--- config.mk ---
export PLATFORM = sky130hd
export DESIGN_NAME = multicycle_ctrl
export DESIGN_NICKNAME = d
export VERILOG_FILES = /design/src/rtl/multicycle_ctrl.sv
export SDC_FILE = /design/constraint.sdc
export NUM_CORES = 1
export LEC_CHECK = 0
export BUFFER_PORTS_ARGS = -buffer_cell sky130_fd_sc_hd__buf_2
export CAP_MARGIN = 20
export CELL_PAD_IN_SITES_DETAIL_PLACEMENT = 1
export CELL_PAD_IN_SITES_GLOBAL_PLACEMENT = 2
export CORE_AREA = 2 2 93 118
export CTS_BUF_LIST = sky130_fd_sc_hd__clkbuf_4 sky130_fd_sc_hd__clkbuf_8 sky130_fd_sc_hd__clkbuf_16
export DETAILED_ROUTE_END_ITERATION = 10
export DIE_AREA = 0 0 95 120
export GPL_TIMING_DRIVEN = 1
export PLACE_DENSITY_LB_ADDON = 0.05
export SYNTH_ARGS = -nofsm -noshare
export SYNTH_HDL_FRONTEND = slang
export SYNTH_SLANG_ARGS = --single-unit
--- constraint.sdc ---
create_clock -name clk -period 2.8 [get_ports clk]
set_clock_uncertainty 0.05 [all_clocks]
set_input_delay 0.28 -clock clk [delete_from_list [all_inputs] [get_ports clk]]
set_output_delay 0.28 -clock clk [all_outputs]
set_load 0.01 [all_outputs]
--- src/rtl/multicycle_ctrl.sv ---
// multicycle_ctrl: control FSM for a multicycle RV32I core (FETCH/DECODE/EXEC/MEM/WB, HALT, ERR).
// Latency: 4 cycles per instruction (5 for loads/stores) plus memory wait cycles.
// Backpressure: imem_req/dmem_req held until ack; TIMEOUT unacked wait cycles abort to ERR.
// Optional: define EBREAK_HALT_EN so ebreak retires and then parks the FSM in HALT.
module multicycle_ctrl #(
   parameter int TIMEOUT   = 255,
   parameter int INSTRET_W = 32
) (
   input  logic                 clk,
   input  logic                 rst,
   input  logic [31:0]          inst,
   output logic                 imem_req,
   input  logic                 imem_ack,
   output logic                 dmem_req,
   output logic                 dmem_we,
   input  logic                 dmem_ack,
   input  logic                 is_zero,
   input  logic                 less,
   output logic                 ir_we,
   output logic                 pc_we,
   output logic                 wreg_en,
   output logic [1:0]           pc_sel,
   output logic [2:0]           imm_sel,
   output logic                 alu_asrc,
   output logic [1:0]           alu_bsrc,
   output logic [3:0]           alu_sel,
   output logic [2:0]           state,
   output logic                 halted,
   output logic                 err,
   output logic [INSTRET_W-1:0] instret
);

   localparam logic [2:0] S_FETCH = 3'd0, S_DECODE = 3'd1, S_EXEC = 3'd2, S_MEM = 3'd3,
                          S_WB    = 3'd4, S_HALT   = 3'd5, S_ERR  = 3'd6;

   localparam logic [6:0] OPC_OP     = 7'b0110011, OPC_OPIMM = 7'b0010011,
                          OPC_LOAD   = 7'b0000011, OPC_STORE = 7'b0100011,
                          OPC_BRANCH = 7'b1100011, OPC_JAL   = 7'b1101111,
                          OPC_JALR   = 7'b1100111, OPC_LUI   = 7'b0110111,
                          OPC_AUIPC  = 7'b0010111, OPC_SYSTEM = 7'b1110011;

   // ALU codes follow {funct7[5], funct3}; only the ones chosen explicitly are named
   localparam logic [3:0] ALU_ADD = 4'b0000, ALU_SUB = 4'b1000,
                          ALU_SLT = 4'b0010, ALU_SLTU = 4'b0011;

   localparam logic [2:0] IMM_NONE = 3'd0, IMM_I = 3'd1, IMM_S = 3'd2,
                          IMM_B    = 3'd3, IMM_U = 3'd4, IMM_J = 3'd5;

   // Last counter value at which an unacked wait still stays in place
   localparam logic [15:0] TO_LAST = 16'(TIMEOUT - 1);

   logic [2:0]           state_q, state_d;
   logic [15:0]          wait_q;
   logic                 br_taken_q;
   logic [INSTRET_W-1:0] instret_q;

   logic [6:0] opcode;
   logic [2:0] funct3;
   logic       f7b5;
   logic       d_legal, d_mem, d_store, d_wreg, d_jal, d_jalr, d_branch, d_asrc;
   logic [1:0] d_bsrc;
   logic [2:0] d_imm;
   logic [3:0] d_alu;
   logic       br_cond, halt_after_wb, waiting, timed_out;
   logic       unused_inst;

   assign opcode      = inst[6:0];
   assign funct3      = inst[14:12];
   assign f7b5        = inst[30];
   assign unused_inst = ^inst;

`ifdef EBREAK_HALT_EN
   assign halt_after_wb = (opcode == OPC_SYSTEM) && (funct3 == 3'b000) && inst[20];
   assign halted        = (state_q == S_HALT);
`else
   assign halt_after_wb = 1'b0;
   assign halted        = 1'b0;
`endif

   assign waiting   = ((state_q == S_FETCH) && !imem_ack) || ((state_q == S_MEM) && !dmem_ack);
   assign timed_out = (wait_q == TO_LAST);
   assign state     = state_q;
   assign err       = (state_q == S_ERR);
   assign instret   = instret_q;

   // Instruction classification and operand/ALU selection; inst is stable DECODE..WB
   always_comb begin
      d_legal  = 1'b1;
      d_mem    = 1'b0;
      d_store  = 1'b0;
      d_wreg   = 1'b0;
      d_jal    = 1'b0;
      d_jalr   = 1'b0;
      d_branch = 1'b0;
      d_asrc   = 1'b0;
      d_bsrc   = 2'b00;
      d_imm    = IMM_NONE;
      d_alu    = ALU_ADD;
      case (opcode)
         OPC_OP: begin
            d_wreg = 1'b1;
            d_alu  = {f7b5, funct3};
         end
         OPC_OPIMM: begin
            d_wreg = 1'b1;
            d_imm  = IMM_I;
            d_bsrc = 2'b01;
            // funct7[5] is an immediate bit except for shifts, where it picks SRA
            d_alu  = (funct3[1:0] == 2'b01) ? {f7b5, funct3} : {1'b0, funct3};
         end
         OPC_LOAD: begin
            d_wreg = 1'b1;
            d_mem  = 1'b1;
            d_imm  = IMM_I;
            d_bsrc = 2'b01;
         end
         OPC_STORE: begin
            d_mem   = 1'b1;
            d_store = 1'b1;
            d_imm   = IMM_S;
            d_bsrc  = 2'b01;
         end
         OPC_BRANCH: begin
            d_branch = 1'b1;
            d_imm    = IMM_B;
            d_legal  = (funct3[2:1] != 2'b01);
            d_alu    = !funct3[2] ? ALU_SUB : (funct3[1] ? ALU_SLTU : ALU_SLT);
         end
         OPC_JAL: begin
            d_wreg = 1'b1;
            d_jal  = 1'b1;
            d_imm  = IMM_J;
            d_asrc = 1'b1;
            d_bsrc = 2'b10;
         end
         OPC_JALR: begin
            d_wreg = 1'b1;
            d_jalr = 1'b1;
            d_imm  = IMM_I;
            d_asrc = 1'b1;
            d_bsrc = 2'b10;
         end
         OPC_LUI: begin
            d_wreg = 1'b1;
            d_imm  = IMM_U;
            d_bsrc = 2'b01;
         end
         OPC_AUIPC: begin
            d_wreg = 1'b1;
            d_imm  = IMM_U;
            d_asrc = 1'b1;
            d_bsrc = 2'b01;
         end
         OPC_SYSTEM: d_imm = IMM_I;
         default:    d_legal = 1'b0;
      endcase
   end

   // Branch condition from the ALU flags seen during EXEC
   always_comb begin
      br_cond = 1'b0;
      case (funct3)
         3'b000:          br_cond = is_zero;
         3'b001:          br_cond = !is_zero;
         3'b100, 3'b110:  br_cond = less;
         3'b101, 3'b111:  br_cond = !less;
         default:         br_cond = 1'b0;
      endcase
   end

   // State register
   always_ff @(posedge clk or posedge rst) begin
      if (rst) state_q <= S_FETCH;
      else     state_q <= state_d;
   end

   // Next-state logic; an ack arriving on the timeout cycle takes priority
   always_comb begin
      state_d = state_q;
      case (state_q)
         S_FETCH:  if (imem_ack) state_d = S_DECODE;
                   else if (timed_out) state_d = S_ERR;
         S_DECODE: state_d = d_legal ? S_EXEC : S_ERR;
         S_EXEC:   state_d = d_mem ? S_MEM : S_WB;
         S_MEM:    if (dmem_ack) state_d = S_WB;
                   else if (timed_out) state_d = S_ERR;
         S_WB:     state_d = halt_after_wb ? S_HALT : S_FETCH;
         S_HALT:   state_d = S_HALT;
         S_ERR:    state_d = S_ERR;
         default:  state_d = S_ERR;
      endcase
   end

   // Handshake wait counter: restarts on every state change, counts unacked cycles
   always_ff @(posedge clk or posedge rst) begin
      if (rst)                     wait_q <= '0;
      else if (state_d != state_q) wait_q <= '0;
      else if (waiting)            wait_q <= wait_q + 16'd1;
   end

   // Branch decision captured at the end of EXEC, used for pc_sel in WB
   always_ff @(posedge clk or posedge rst) begin
      if (rst)                    br_taken_q <= 1'b0;
      else if (state_q == S_EXEC) br_taken_q <= br_cond;
   end

   // Retired-instruction counter, bumped once per WB
   always_ff @(posedge clk or posedge rst) begin
      if (rst)                  instret_q <= '0;
      else if (state_q == S_WB) instret_q <= instret_q + INSTRET_W'(1);
   end

   // Strobes, requests and selects; everything forced low while rst is high
   always_comb begin
      imem_req = 1'b0;
      dmem_req = 1'b0;
      dmem_we  = 1'b0;
      ir_we    = 1'b0;
      pc_we    = 1'b0;
      wreg_en  = 1'b0;
      pc_sel   = 2'b00;
      imm_sel  = IMM_NONE;
      alu_asrc = 1'b0;
      alu_bsrc = 2'b00;
      alu_sel  = ALU_ADD;
      if (!rst) begin
         case (state_q)
            S_FETCH: begin
               imem_req = 1'b1;
               ir_we    = imem_ack;
            end
            S_MEM: begin
               dmem_req = 1'b1;
               dmem_we  = d_store;
            end
            S_WB: begin
               pc_we   = 1'b1;
               wreg_en = d_wreg;
               if (d_jalr)                             pc_sel = 2'b10;
               else if (d_jal || (d_branch && br_taken_q)) pc_sel = 2'b01;
            end
            default: ;
         endcase
         if (state_q inside {S_DECODE, S_EXEC, S_MEM, S_WB}) begin
            imm_sel  = d_imm;
            alu_asrc = d_asrc;
            alu_bsrc = d_bsrc;
            alu_sel  = d_alu;
         end
      end
   end

endmodule

# Word-level counts from Yosys, hierarchy flattened
# Cells that the tools add are included.
[word_totals] inputBits=38 register_bits=52 elab_cells=101
[op_classes] mux=47 reduce_logical=23 add_sub_neg=2 eq_ne=25
[ops] operator="32-bit by 1-bit adder with 32-bit output (second input constant)" n=1
[ops] operator="16-bit 2-to-1 mux" n=2
[ops] operator="7-bit == test (second input constant)" n=4
[ops] operator="1-bit 2-to-1 mux" n=23
[ops] operator="3-bit == test (second input constant)" n=7
[ops] operator="7-bit by 6-bit == test with 1-bit output (second input constant)" n=3
[ops] operator="3-bit 2-to-1 mux" n=7
[ops] operator="3-bit case mux with 6 select lines" n=1
[ops] operator="16-bit by 1-bit adder with 16-bit output (second input constant)" n=1
[ops] operator="16-bit by 8-bit == test with 1-bit output (second input constant)" n=1
[ops] operator="4-bit 2-to-1 mux" n=4
[ops] operator="3-bit case mux with 5 select lines" n=1
[ops] operator="7-bit by 5-bit == test with 1-bit output (second input constant)" n=2
[ops] operator="4-bit case mux with 3 select lines" n=1
[ops] operator="2-bit 2-to-1 mux" n=5
[ops] operator="2-bit OR reduction" n=5
[ops] operator="9-bit OR reduction" n=1
[ops] operator="7-bit by 2-bit == test with 1-bit output (second input constant)" n=1
[ops] operator="7-bit OR reduction" n=1
[ops] operator="3-bit by 1-bit == test with 1-bit output (second input constant)" n=2
[ops] operator="3-bit by 2-bit == test with 1-bit output (second input constant)" n=2
[ops] operator="3-bit logical NOT" n=2
[ops] operator="5-bit OR reduction" n=1
[ops] operator="1-bit logical NOT" n=4
[ops] operator="other kinds (12)" n=15

# Longest topological paths before layout
[logic_depth] depth_word=8 ltp_mapped=7

# Worst setup path after synthesis
# OpenSTA, ideal clock, no wires.
[synth_timing] kind="input -> output" from="input rst" to="output alu_sel[2]" cell_stages=3 slack_ns=0.090 arrival_ns=2.380 path_cell_list="inv_1 nand3_1 nor3_1"
[synth_between] elab_chain_cells=1
[synth_rtl] element="start: declaration" line="10" source="input logic rst,"
[synth_rtl] element="4-bit 2-to-1 mux" line="226" source="if (!rst) begin"
[synth_rtl] element="end: declaration" line="26" source="output logic [3:0] alu_sel,"
# Every way passes these cells.

# Final worst setup path
[layout_timing] from="register state_q[1] (netlist: state[1])" to="output alu_sel[2]"
[layout_between] elab_chain_cells=4 word_cells_on_any_way=7 classes_between="eq/ne: 4; mux: 2; reduce/logical: 1"
[layout_rtl] element="start: declaration" line="52" source="logic [2:0] state_q, state_d;"
[layout_rtl] element="start signal: assignment" line="174" source="else state_q <= state_d;"
[layout_rtl] element="3-bit by 1-bit == test with 1-bit output, or another cell as far along" line="244" source="if (state_q inside {S_DECODE, S_EXEC, S_MEM, S_WB}) begin"
[layout_rtl] element="4-bit nonzero test *" line="244"
[layout_rtl] element="4-bit 2-to-1 mux *" line="244"
[layout_rtl] element="4-bit 2-to-1 mux *" line="226"
# Mark *: on every way between the ends. The rest lies on a longest branch, timed or not.

==> flow_summary.yaml <==
outcome:
  outcome: "finished clean"
routing:
  totalWireLength_mm: 8.52
  route.antenna.remaining_nets: 0
  wire_per_inst_um: 15.7
  drt_iter0_markers: 76
  vias: 2802
  route.detailed.drc: 0
  vias_per_cell: 5.17
  firstDrtPassIters: 4
worst_setup_path:
  regToRegSetupSlack_ns: 0.47
  arrival_ns: 2.10
  end_kind: "output pin"
  cp_max_fo: 11
  worstSetupPathType: "flop to output pin"
  worst_setup_path_start_kind: "flop"
  rr_worst_depth: 4
  critPathSlowestCell: "nand3_1"
  critical_path_required_ns: 2.47
  worstReg2RegStart: "state[0]$_DFF_PP0_"
  r2r_end: "wait_q[15]$_DFFE_PP0P_"
  startpoint: "state[1]$_DFF_PP0_"
  crit_path_end: "alu_sel[2]"
  worstPathCellList: "buf_4 -> o21ai_1 -> nand3_1 -> nor3_1 -> buf_2"
  slowest_delay_ns: 0.42
finish:
  regArea_sq_um: 1300
  antenna_cells: 0
  syn2layout_area_growth_pct: 22.4
  drive_above_1_share_pct: 23.2
  multi_input_area_sq_um: 1610
  layout.nets: 450
  fillers: 1234
clock_tree:
  clock_sinks: 52
  cts_max_level: 2
  ctsRootBufferMaster: "clkbuf_16"
  clock_path_buffers: 2
  cts_buffers: 5
  clk_latency_ns: 0.30
  cts_tree: "done"
  clk_pin_slew_ns: 0.08
  cts_setup_buffers: 0
  cts_resized: 0
  ctsHoldBuffers: 0
die:
  rows: 42
  die_w_um: 95
  start_util_pct: 29.3
  io_pins: 93
  die_h_um: 120
  die_area_sq_um: 11400
  core-area_sq_um: 10400
sta:
  fmax_mhz: 412
  rsz0062_at_grt: "no"
  finalSetupViolations: 0
  worst_pin_slew_ns: 0.520
  slew-limit-headroom_pct: 65.0
  slew_viol_final: 0
  tns_ns: 0
  period_needed_ns: 2.43
  finalHoldViolCount: 0
  fin_crit_sh_pct: 86.8
placement:
  hpwl_mm: 6.42
  gp_congestion: 0.753
  port_buffers: 70
global_routing:
  grt_use_total_pct: 15.8
  grt_pass1_vias: 2765
  grt_pass1_wl_mm: 14.4
  antenna_found_initial: 0
  grt-ovfl-total: 0
  grt_max_degree: 34
hold_path:
  hp-class: "input pin to async pin"
power:
  powerDensity_nw_per_um2: 639
  finalPower_mw: 2.37
  vdd_drop_max_mv: 0.292
  leakagePower_nw: 1.64
logic_synthesis:
  synth_cell_types: 46
  syn_inst: 335
  synth_edf_count: 0
  synth_async_sr_flop_share_pct: 100
  ys_ff_latch: 52
  syn_avg_cell_area_sq_um: 9.05
  yosys_warnings: 0
  synth_ff_type: "dfrtp_1"
  seq_area_frac_synth_pct: 42.9
  syn_nets: 376
  netlist_area_sq_um: 3030
flow_run:
  cap_violations: 0
cell families (layout without fill, tap and decap cells):
group | count (synthesis) | after routing | synth area share (%)
adder cells (fa/ha/maj) | 3 | 3 | 1.24
flip-flops | 52 | 52 | 42.9
multiplexers | 2 | 2 | 0.702
AO/OA/AOI/OAI | 52 | 52 | 10.9
other | 1 | 1 | 0.124
buffers and inverters | 27 | 102 | 3.96
XOR/XNOR | 40 | 40 | 11.6
AND/OR/NAND/NOR | 158 | 158 | 28.6
layout by cell type, fill, tap and decap left out, drive strengths merged, types with 2 or more instances in the layout:
cell type and instances:
xnor2 25, nor4 17, nor3 11, clkbuf 5
nand2 28, nor4b 2, o21a 3, xor2 15
buf 81, a21o 2, nand4 16, nand3b 2
dfrtp 52, a31oi 3, o2111ai 2, o21ai 8
or2 3, and4 3, and2 4, a21oi 20
a211oi 3, and3 3, nor2b 2, or3 9
nor2 18, inv 14, ha 3, or4 7
o31ai 6, nand2b 6, nand3 23
registers in the layout, indices dropped and copies added (netlist names):
signal,cells
br_taken_q,1
wait_q,16
state,3
instret,32
per-stage QoR:
stage                     hold WS [ns]  cells  instance area, sq um  setup slack (ns)  util (%)
after global routing            0.0666    542                  3710             0.132      35.8
after detailed placement         0.354    534                  3560             0.469      34.4
after global placement           0.361    534                  3560             0.502      34.4
final                           0.0229    542                  3710             0.370      35.8
after floorplan                  0.425    335                  3030            0.0902         -
after CTS                       0.0294    542                  3710             0.302      35.8
cell type report:
cell class                 instances  area share, %
sequential                        52           35.1
tap                              132           4.45
clock buffer                       5           3.37
multi-input combinational        256           43.4
timing repair buffer              81           11.7
inverter                          13           1.31
clock inverter                     3          0.742
worst min-delay path by stage:
stage,from,to
3_5_place_dp,rst,instret[0]$_DFFE_PP0P_
4_1_cts,rst,wait_q[3]$_DFFE_PP0P_
2_1_floorplan,dmem_ack,state[0]$_DFF_PP0_
5_1_grt,rst,instret[3]$_DFFE_PP0P_
6_report,rst,wait_q[3]$_DFFE_PP0P_
3_3_place_gp,rst,instret[0]$_DFFE_PP0P_
where the power goes:
part	switching, mW	internal (mW)	total (mW)
Clock	0.309	0.340	0.649
Combinational	0.478	0.305	0.783
Sequential	0.108	0.831	0.939
Total	0.896	1.48	2.37
cell usage after synthesis (11+ instances only):
| library cell | instances | share of area, % |
|---|---|---|
| a21oi_1 | 20 | 3.3 |
| dfrtp_1 | 52 | 43 |
| inv_1 | 13 | 1.6 |
| nand2_1 | 28 | 3.5 |
| nand3_1 | 23 | 3.8 |
| nand4_1 | 16 | 3.3 |
| nor2_1 | 18 | 2.2 |
| nor3_1 | 11 | 1.8 |
| nor4_1 | 17 | 3.5 |
| xnor2_1 | 25 | 7.2 |
| xor2_1 | 15 | 4.3 |
layer usage:
metal | up-vias | GRT usage, % | part of all wire, %
li1 | 1361 | - | -
met1 | 1393 | 20.5 | 44
met2 | 43 | 27.2 | 52
met3 | 5 | 2.32 | 3.0
met4 | 0 | 3.80 | 1.1
met5 | - | 0 | 0
worst max-delay path, delay by kind of cell, from the launching register on:
kind                   cells  cell delay, ns
AO/OA/AOI/OAI              1            0.40
buffers and inverters      2            0.34
flip-flops                 1            0.38
AND/OR/NAND/NOR            2            0.69
Note: power is estimated with default switching activity, not from simulation.
